$ cat src/rtl/vdn_pkg.sv
// Shared definitions for the vdn_pipe sliced adder: default geometry,
// the slice-width helper and the per-stage control record.
package vdn_pkg;

    localparam int VDN_WIDTH_DEF  = 16;
    localparam int VDN_STAGES_DEF = 4;

    // Bits handled by each pipeline stage.
    function automatic int slice_width(input int width, input int stages);
        return width / stages;
    endfunction

    // Control carried by every stage register: beat present, carry out of
    // the slice that stage has just finished.
    typedef struct packed {
        logic valid;
        logic carry;
    } stage_ctl_t;

endpackage

$ cat src/rtl/vdn_slice.sv
// vdn_slice: combinational N-bit adder slice. Besides the sum and carry out
// it exposes the carry into the slice MSB so the last stage can form the
// signed overflow flag.
module vdn_slice #(
    parameter int N = 4
) (
    input  logic [N-1:0] a,
    input  logic [N-1:0] b,
    input  logic         ci,
    output logic [N-1:0] s,
    output logic         co,
    output logic         c_msb
);

    logic [N:0] sum_ext;

    // Plain add; the carry into the MSB is recovered from the MSB sum bit.
    assign sum_ext = {1'b0, a} + {1'b0, b} + {{N{1'b0}}, ci};
    assign s       = sum_ext[N-1:0];
    assign co      = sum_ext[N];
    assign c_msb   = a[N-1] ^ b[N-1] ^ sum_ext[N-1];

endmodule

$ cat src/rtl/vdn_pipe.sv
// vdn_pipe: add/subtract pipelined over STAGES slices of WIDTH/STAGES bits.
// Stage k adds slice k of the beat it receives and registers the carry for
// stage k+1; unconsumed operand slices and finished sum slices travel along
// with the beat. A beat presented in cycle c shows out_valid in cycle
// c+STAGES when the output is not stalled.
//
// Handshake: a beat moves on an edge where valid && ready. One global enable
// adv = !out_valid || out_ready moves every stage at once; in_ready == adv,
// and when adv is low every register (including s/cout/ovf) holds.
//
// Build option: define VDN_PIPE_OVF_EN to register a signed-overflow flag
// with the beat in the final stage; without it ovf is tied low.
module vdn_pipe
    import vdn_pkg::*;
#(
    parameter int WIDTH  = VDN_WIDTH_DEF,
    parameter int STAGES = VDN_STAGES_DEF
) (
    input  logic             clk,
    input  logic             rst,
    input  logic             in_valid,
    output logic             in_ready,
    input  logic [WIDTH-1:0] a,
    input  logic [WIDTH-1:0] b,
    input  logic             cin,
    input  logic             sub,
    output logic             out_valid,
    input  logic             out_ready,
    output logic [WIDTH-1:0] s,
    output logic             cout,
    output logic             ovf
);

    localparam int SW = slice_width(WIDTH, STAGES);

    if (WIDTH % STAGES != 0) begin : g_bad_split
        $error("vdn_pipe: WIDTH must be divisible by STAGES");
    end
    if (WIDTH < 4 || WIDTH > 64) begin : g_bad_width
        $error("vdn_pipe: WIDTH must be in 4..64");
    end

    logic             adv;
    logic [WIDTH-1:0] b_eff;

    stage_ctl_t       ctl_q   [STAGES];
    stage_ctl_t       ctl_d   [STAGES];
    logic [WIDTH-1:0] a_q     [STAGES];
    logic [WIDTH-1:0] a_d     [STAGES];
    logic [WIDTH-1:0] b_q     [STAGES];
    logic [WIDTH-1:0] b_d     [STAGES];
    logic [WIDTH-1:0] sum_q   [STAGES];
    logic [WIDTH-1:0] sum_d   [STAGES];

    // What each stage sees on its input side.
    logic             stg_in_valid [STAGES];
    logic [WIDTH-1:0] src_a        [STAGES];
    logic [WIDTH-1:0] src_b        [STAGES];
    logic [WIDTH-1:0] src_sum      [STAGES];

    logic [SW-1:0]    sl_a  [STAGES];
    logic [SW-1:0]    sl_b  [STAGES];
    logic [SW-1:0]    sl_s  [STAGES];
    logic             sl_ci [STAGES];
    logic             sl_co [STAGES];
    logic [STAGES-1:0] sl_cm;
    logic             unused_cm;

    assign adv       = !ctl_q[STAGES-1].valid || out_ready;
    assign in_ready  = adv;
    assign out_valid = ctl_q[STAGES-1].valid;
    assign s         = sum_q[STAGES-1];
    assign cout      = ctl_q[STAGES-1].carry;

    // Subtraction is a + ~b + 1; the +1 enters as the stage-0 carry.
    assign b_eff     = sub ? ~b : b;
    assign unused_cm = ^sl_cm;

    for (genvar k = 0; k < STAGES; k++) begin : g_stage
        if (k == 0) begin : g_head
            assign stg_in_valid[k] = in_valid;
            assign src_a[k]        = a;
            assign src_b[k]        = b_eff;
            assign src_sum[k]      = '0;
            assign sl_ci[k]        = sub ? 1'b1 : cin;
        end else begin : g_body
            assign stg_in_valid[k] = ctl_q[k-1].valid;
            assign src_a[k]        = a_q[k-1];
            assign src_b[k]        = b_q[k-1];
            assign src_sum[k]      = sum_q[k-1];
            assign sl_ci[k]        = ctl_q[k-1].carry;
        end

        assign sl_a[k] = src_a[k][k*SW +: SW];
        assign sl_b[k] = src_b[k][k*SW +: SW];

        vdn_slice #(.N(SW)) u_slice (
            .a     (sl_a[k]),
            .b     (sl_b[k]),
            .ci    (sl_ci[k]),
            .s     (sl_s[k]),
            .co    (sl_co[k]),
            .c_msb (sl_cm[k])
        );
    end

    // Next state: on adv every stage takes its predecessor; data only loads
    // behind a valid beat so s stays on the last result across bubbles.
    always_comb begin
        ctl_d = ctl_q;
        a_d   = a_q;
        b_d   = b_q;
        sum_d = sum_q;
        if (adv) begin
            for (int k = 0; k < STAGES; k++) begin
                ctl_d[k].valid = stg_in_valid[k];
                if (stg_in_valid[k]) begin
                    ctl_d[k].carry         = sl_co[k];
                    a_d[k]                 = src_a[k];
                    b_d[k]                 = src_b[k];
                    sum_d[k]               = src_sum[k];
                    sum_d[k][k*SW +: SW]   = sl_s[k];
                end
            end
        end
    end

    // Stage registers; reset drops every in-flight beat immediately.
    always_ff @(posedge clk or posedge rst) begin
        if (rst) begin
            for (int k = 0; k < STAGES; k++) begin
                ctl_q[k] <= '0;
                a_q[k]   <= '0;
                b_q[k]   <= '0;
                sum_q[k] <= '0;
            end
        end else begin
            ctl_q <= ctl_d;
            a_q   <= a_d;
            b_q   <= b_d;
            sum_q <= sum_d;
        end
    end

`ifdef VDN_PIPE_OVF_EN
    logic ovf_q;
    logic ovf_d;

    // Overflow = carry into MSB xor carry out of MSB, captured with the beat.
    always_comb begin
        ovf_d = ovf_q;
        if (adv && stg_in_valid[STAGES-1]) begin
            ovf_d = sl_cm[STAGES-1] ^ sl_co[STAGES-1];
        end
    end

    // Overflow flag register, held and reset with the final stage.
    always_ff @(posedge clk or posedge rst) begin
        if (rst) begin
            ovf_q <= 1'b0;
        end else begin
            ovf_q <= ovf_d;
        end
    end

    assign ovf = ovf_q;
`else
    assign ovf = 1'b0;
`endif

endmodule

$ cat config.mk
export PLATFORM = sky130hd
export DESIGN_NAME = vdn_pipe
export DESIGN_NICKNAME = d
export VERILOG_FILES = /design/src/rtl/vdn_pkg.sv /design/src/rtl/vdn_slice.sv /design/src/rtl/vdn_pipe.sv
export SDC_FILE = /design/constraint.sdc
export NUM_CORES = 1
export LEC_CHECK = 0
export ABC_AREA = 1
export ABC_CLOCK_PERIOD_IN_PS = 4300
export CAP_MARGIN = 20
export CORE_ASPECT_RATIO = 0.8
export CORE_MARGIN = 1
export CORE_UTILIZATION = 54
export CTS_CLUSTER_SIZE = 8
export DETAILED_ROUTE_END_ITERATION = 7
export HOLD_SLACK_MARGIN = 0.12
export PLACE_DENSITY = 0.86
export SYNTH_ARGS = -nofsm -noshare
export SYNTH_HDL_FRONTEND = slang
export SYNTH_SLANG_ARGS = --single-unit
$ cat constraint.sdc
create_clock -name clk -period 4.3 [get_ports clk]
set_input_delay 0.86 -clock clk [delete_from_list [all_inputs] [get_ports clk]]
set_output_delay 0.86 -clock clk [all_outputs]
set_load 0.1 [all_outputs]
# After elaboration in Yosys (flattened, before gate mapping)
# Cells that the tools add are included.
# word_totals
regBits,144
input_bits,38
elab_cells,35
# op_classes
add_sub_neg,8
mux,2
bitwise_logic,1
n_reduce_logical,6
# ops
operator,n
adder 4 x 4 -> 5 bit,4
adder 5 x 1 -> 5 bit,4
2-to-1 mux 16 bit,1
NOT 16 bit,1
AND reduction 2 bit,4
logical NOT 1 bit,1
logical OR 1 bit,1
2-to-1 mux 1 bit,1

# Longest topological paths before layout
# logic_depth
ltp_word,4
depth_mapped,11

# Modules after synthesis
# From an unflattened synthesis, not the netlist that was laid out.
# hier_totals
cells_unflattened,573
area_unflattened_um2,4677.0
# modules_own_cells
module,instances,cells_per_inst,area_per_inst_um2
vdn_pipe,1,474,4015.1
vdn_slice (g_stage[1].u_slice ...),3,26,168.9
vdn_slice (g_stage[0].u_slice),1,21,155.1

# Worst setup path before layout
# OpenSTA, ideal clock, no wires.
# synth_path
path_type,register to output
startpoint,"reg ctl_q, in the netlist out_valid"
endpoint,out in_ready
t_arrival_ns,1.889
required_ns,3.440
setup_slack_ns,1.551
stages_incl_launch_ff,4
n_path_buf,0
cell_sequence,dfrtp_1 -> inv_1 -> nor2_8 -> inv_1
# synth_via
elab_chain_cells,2
# synth_rtl
item,line_no,source
start: declaration,vdn_pipe.sv:46,stage_ctl_t ctl_q [STAGES];
start signal: assignment,vdn_pipe.sv:138,ctl_q <= ctl_d;
logical NOT 1 bit,vdn_pipe.sv:69,assign adv = !ctl_q[STAGES-1].valid || out_ready;
logical OR 1 bit,vdn_pipe.sv:69,
end: declaration,vdn_pipe.sv:22,"output logic in_ready,"
# Every way passes these cells.

# Worst setup path in the final report
# layout_path
startpoint,in out_ready
endpoint,out in_ready
# layout_via
elab_chain_cells,1
# layout_rtl
item,line_no,source
start: declaration,vdn_pipe.sv:28,"input logic out_ready,"
logical OR 1 bit,vdn_pipe.sv:69,
# Every way passes these cells.

==> metrics.txt <==
outcome=finished, final reports clean; routed length per placed instance=12.9 um; Seq/Total Area, Yosys=approximately 54%; R2R Path End=a_q[31]; nets=598; CTS max path bufs=2; # port buffers=56; Fin Setup TNS=0 ps; DR vias=around 3,300; Post-Syn Instances=488; GP Congestion=0.813; number of synthesized flops with an enable pin=0; cell taking the most area after synthesis=dfrtp_1; synth top area cells=dfrtp_1, nand2_1, o21ai_1; static leakage=2.62 nW; Final Util=66.1%; CP arrival=a little over 2000 ps; Initial DRC Count=139; Pins Over Slew Limit=0; largest net degree at the start of global routing=44; Worst-Margin Slew=1020 ps; antenna violations before repair=0; Synth top area share=a little over half; CP Data Required Time=~3400 ps; DRT antenna net count=0; DP Wirelength=6.35 mm; die area=between 0.008 and 0.009 mm^2; clk_skew=~9 ps; buffers plus inverters on the worst setup path=3; IO Count=58; # diodes=0; post-CTS sizing=0; MaxCap Viol Count=0; final hold vios=0; global-route wire length before repair=between 10 and 15 mm; Post-synth ARST share=100%; share of cells above drive strength 1=6.97%; pwr dens=744 mW/mm^2; reg2reg start=out_valid; core box area=0.00798 mm^2; Tmin final=2920 ps; die width=around 100 um; Finished Layout Cells=653; DIE HEIGHT=83.3 um; final setup fails=0; post-synthesis cell area=0.00447 mm^2; warnings from Yosys=0; FILL cells=641; R2R depth=6; worst vdd ir=0.420 mV; depth of the worst hold-timing path=2; RSZ-0062 raised after global routing=false; Initial Util=about 56%; total setup buffers inserted after CTS=0; Tot GR Track Use=around 22%; Via-to-Cell Ratio=5.00; TritonCTS Buffers=9; crit-path leading delay family=buffers and inverters; area grow syn2layout=18.1%; multi-input logic area=roughly 0.0017 mm^2; ys flop type=dfrtp_1; clock root buffer master=clkbuf_8; R2R setup slack=2310 ps; worst-skew pair later-pin latency=roughly 360 ps; Synthesized Nets=546; Pre-antenna DRT Iters=4; H-tree levels=3; DRC=0; hold_ws=479 ps; grt ovf=0; WS Path Type=primary input to output pin; CP Capture Type=output pin; crit-path cells=clkdlybuf4s50_1, nor2_8, inv_1, buf_4; FF+latch area=roughly 0.0024 mm^2; CP max-delay cell=clkdlybuf4s50_1; highest clock rate=342 MHz; row cnt=29; Post-Route WL=8.45 mm; hold crit path type=flip-flop to flip-flop; WHS Endpoint=s[11]; hold_buf cts=0; Inst Count DP=around 640; Yosys cell types=22; CP max stage delay=slightly below 500 ps; count leader, synth=nand2_1; Avg Inst Size Synth=9.15 um^2; number of synthesized register bits=96; worst rel slew slack=about a third; vias in the first global route=around 3,200; Final period util=68.0%; Num Clock Sinks=96; Max FO, Critical Path=5; crit path launch type=primary input; critical hold path startpoint=s[11]; synth cell count leaders=nand2_1, dfrtp_1, o21ai_1, inv_1, nand3_1; Clock transition at path regs=90 ps; CTS tree=yes
metal layers:
metal  global-route usage (%)  up-vias  share of wire, %
met2                     36.1       85                50
met5                        0        -                 0
met3                     5.26       15               4.2
met4                     7.40        0               1.6
li1                         -     1619                 -
met1                     27.6     1545                44
worst register-to-register path, cell delays in order (launching register included):
cell     delay [ps]
dfrtp_1         390
inv_1           140
nor2_8           90
nor2_2          780
inv_2           270
nand2_1         150
nand2_1          70
flip-flops by register name (all words and copies together) (netlist names):
signal     cells
ctl_q          6
src_sum       24
out_valid      1
s             16
b_q           24
a_q           24
cout           1
kinds of logic after synthesis:
family	count (synthesis)	synth area share (%)
AOI/OAI and AO/OA	71	8.38
xor gates and xnor gates	18	3.53
adders and majority gates	20	6.95
buffers and inverters	77	7.93
DFF	96	53.8
other	1	0.0840
and+or+nand+nor	205	19.4
cells in the final DEF, fill, tap and decap left out:
cell type	synthesis	final
o21ai_1	56	56
a21oi_1	8	8
nand2_1	175	175
or2_1	1	1
buf_4	8	5
dfrtp_1	96	96
clkinv_2	0	2
ha_1	12	12
clkbuf_8	0	9
nor2_8	4	4
clkinv_4	0	1
fa_1	8	8
nor2_1	4	4
nand3_1	20	20
o21ai_2	5	5
inv_2	6	6
clkinvlp_4	0	3
conb_1	1	1
xnor2_1	5	5
bufinv_16	0	2
o21ai_0	2	2
nor2_2	1	1
inv_1	52	51
xor2_1	13	13
clkdlybuf4s50_1	0	55
how the worst max path moves through the flow:
| stage | from | end | slack, ps | depth (start not counted) |
|---|---|---|---|---|
| final | out_ready | in_ready | 1380 | 4 |
| after global routing | out_ready | in_ready | 1310 | 4 |
| after CTS | out_ready | in_ready | 1370 | 4 |
| after detailed placement | out_ready | a_q[28] | 1380 | 6 |
| after global placement | out_ready | in_ready | 1410 | 4 |
| after floorplan | rst | a_q[28] | 930 | 1 |
per-stage QoR:
step	area, um^2	power, mW	worst slack (ps)
global placement	5050	3.21	1410
finish	5280	3.92	1380
CTS	5280	3.94	1370
global route	5280	4.19	1310
detailed placement	5050	3.30	1380
floorplan	4470	2.89	935
power breakdown:
part           internal (mW)  switching (mW)
logic                  0.540            1.30
registers               1.26           0.185
clock network          0.327           0.313
area by class of cell:
cell class	count	share of cell area, %
clock buffer	9	2.35
clock inverter	7	1.83
inverter	58	4.15
multi-input combinational	315	32.4
sequential	96	45.5
tap	108	2.56
timing repair buffer	60	11.1
No activity file was read; power rests on OpenSTA's default activity.
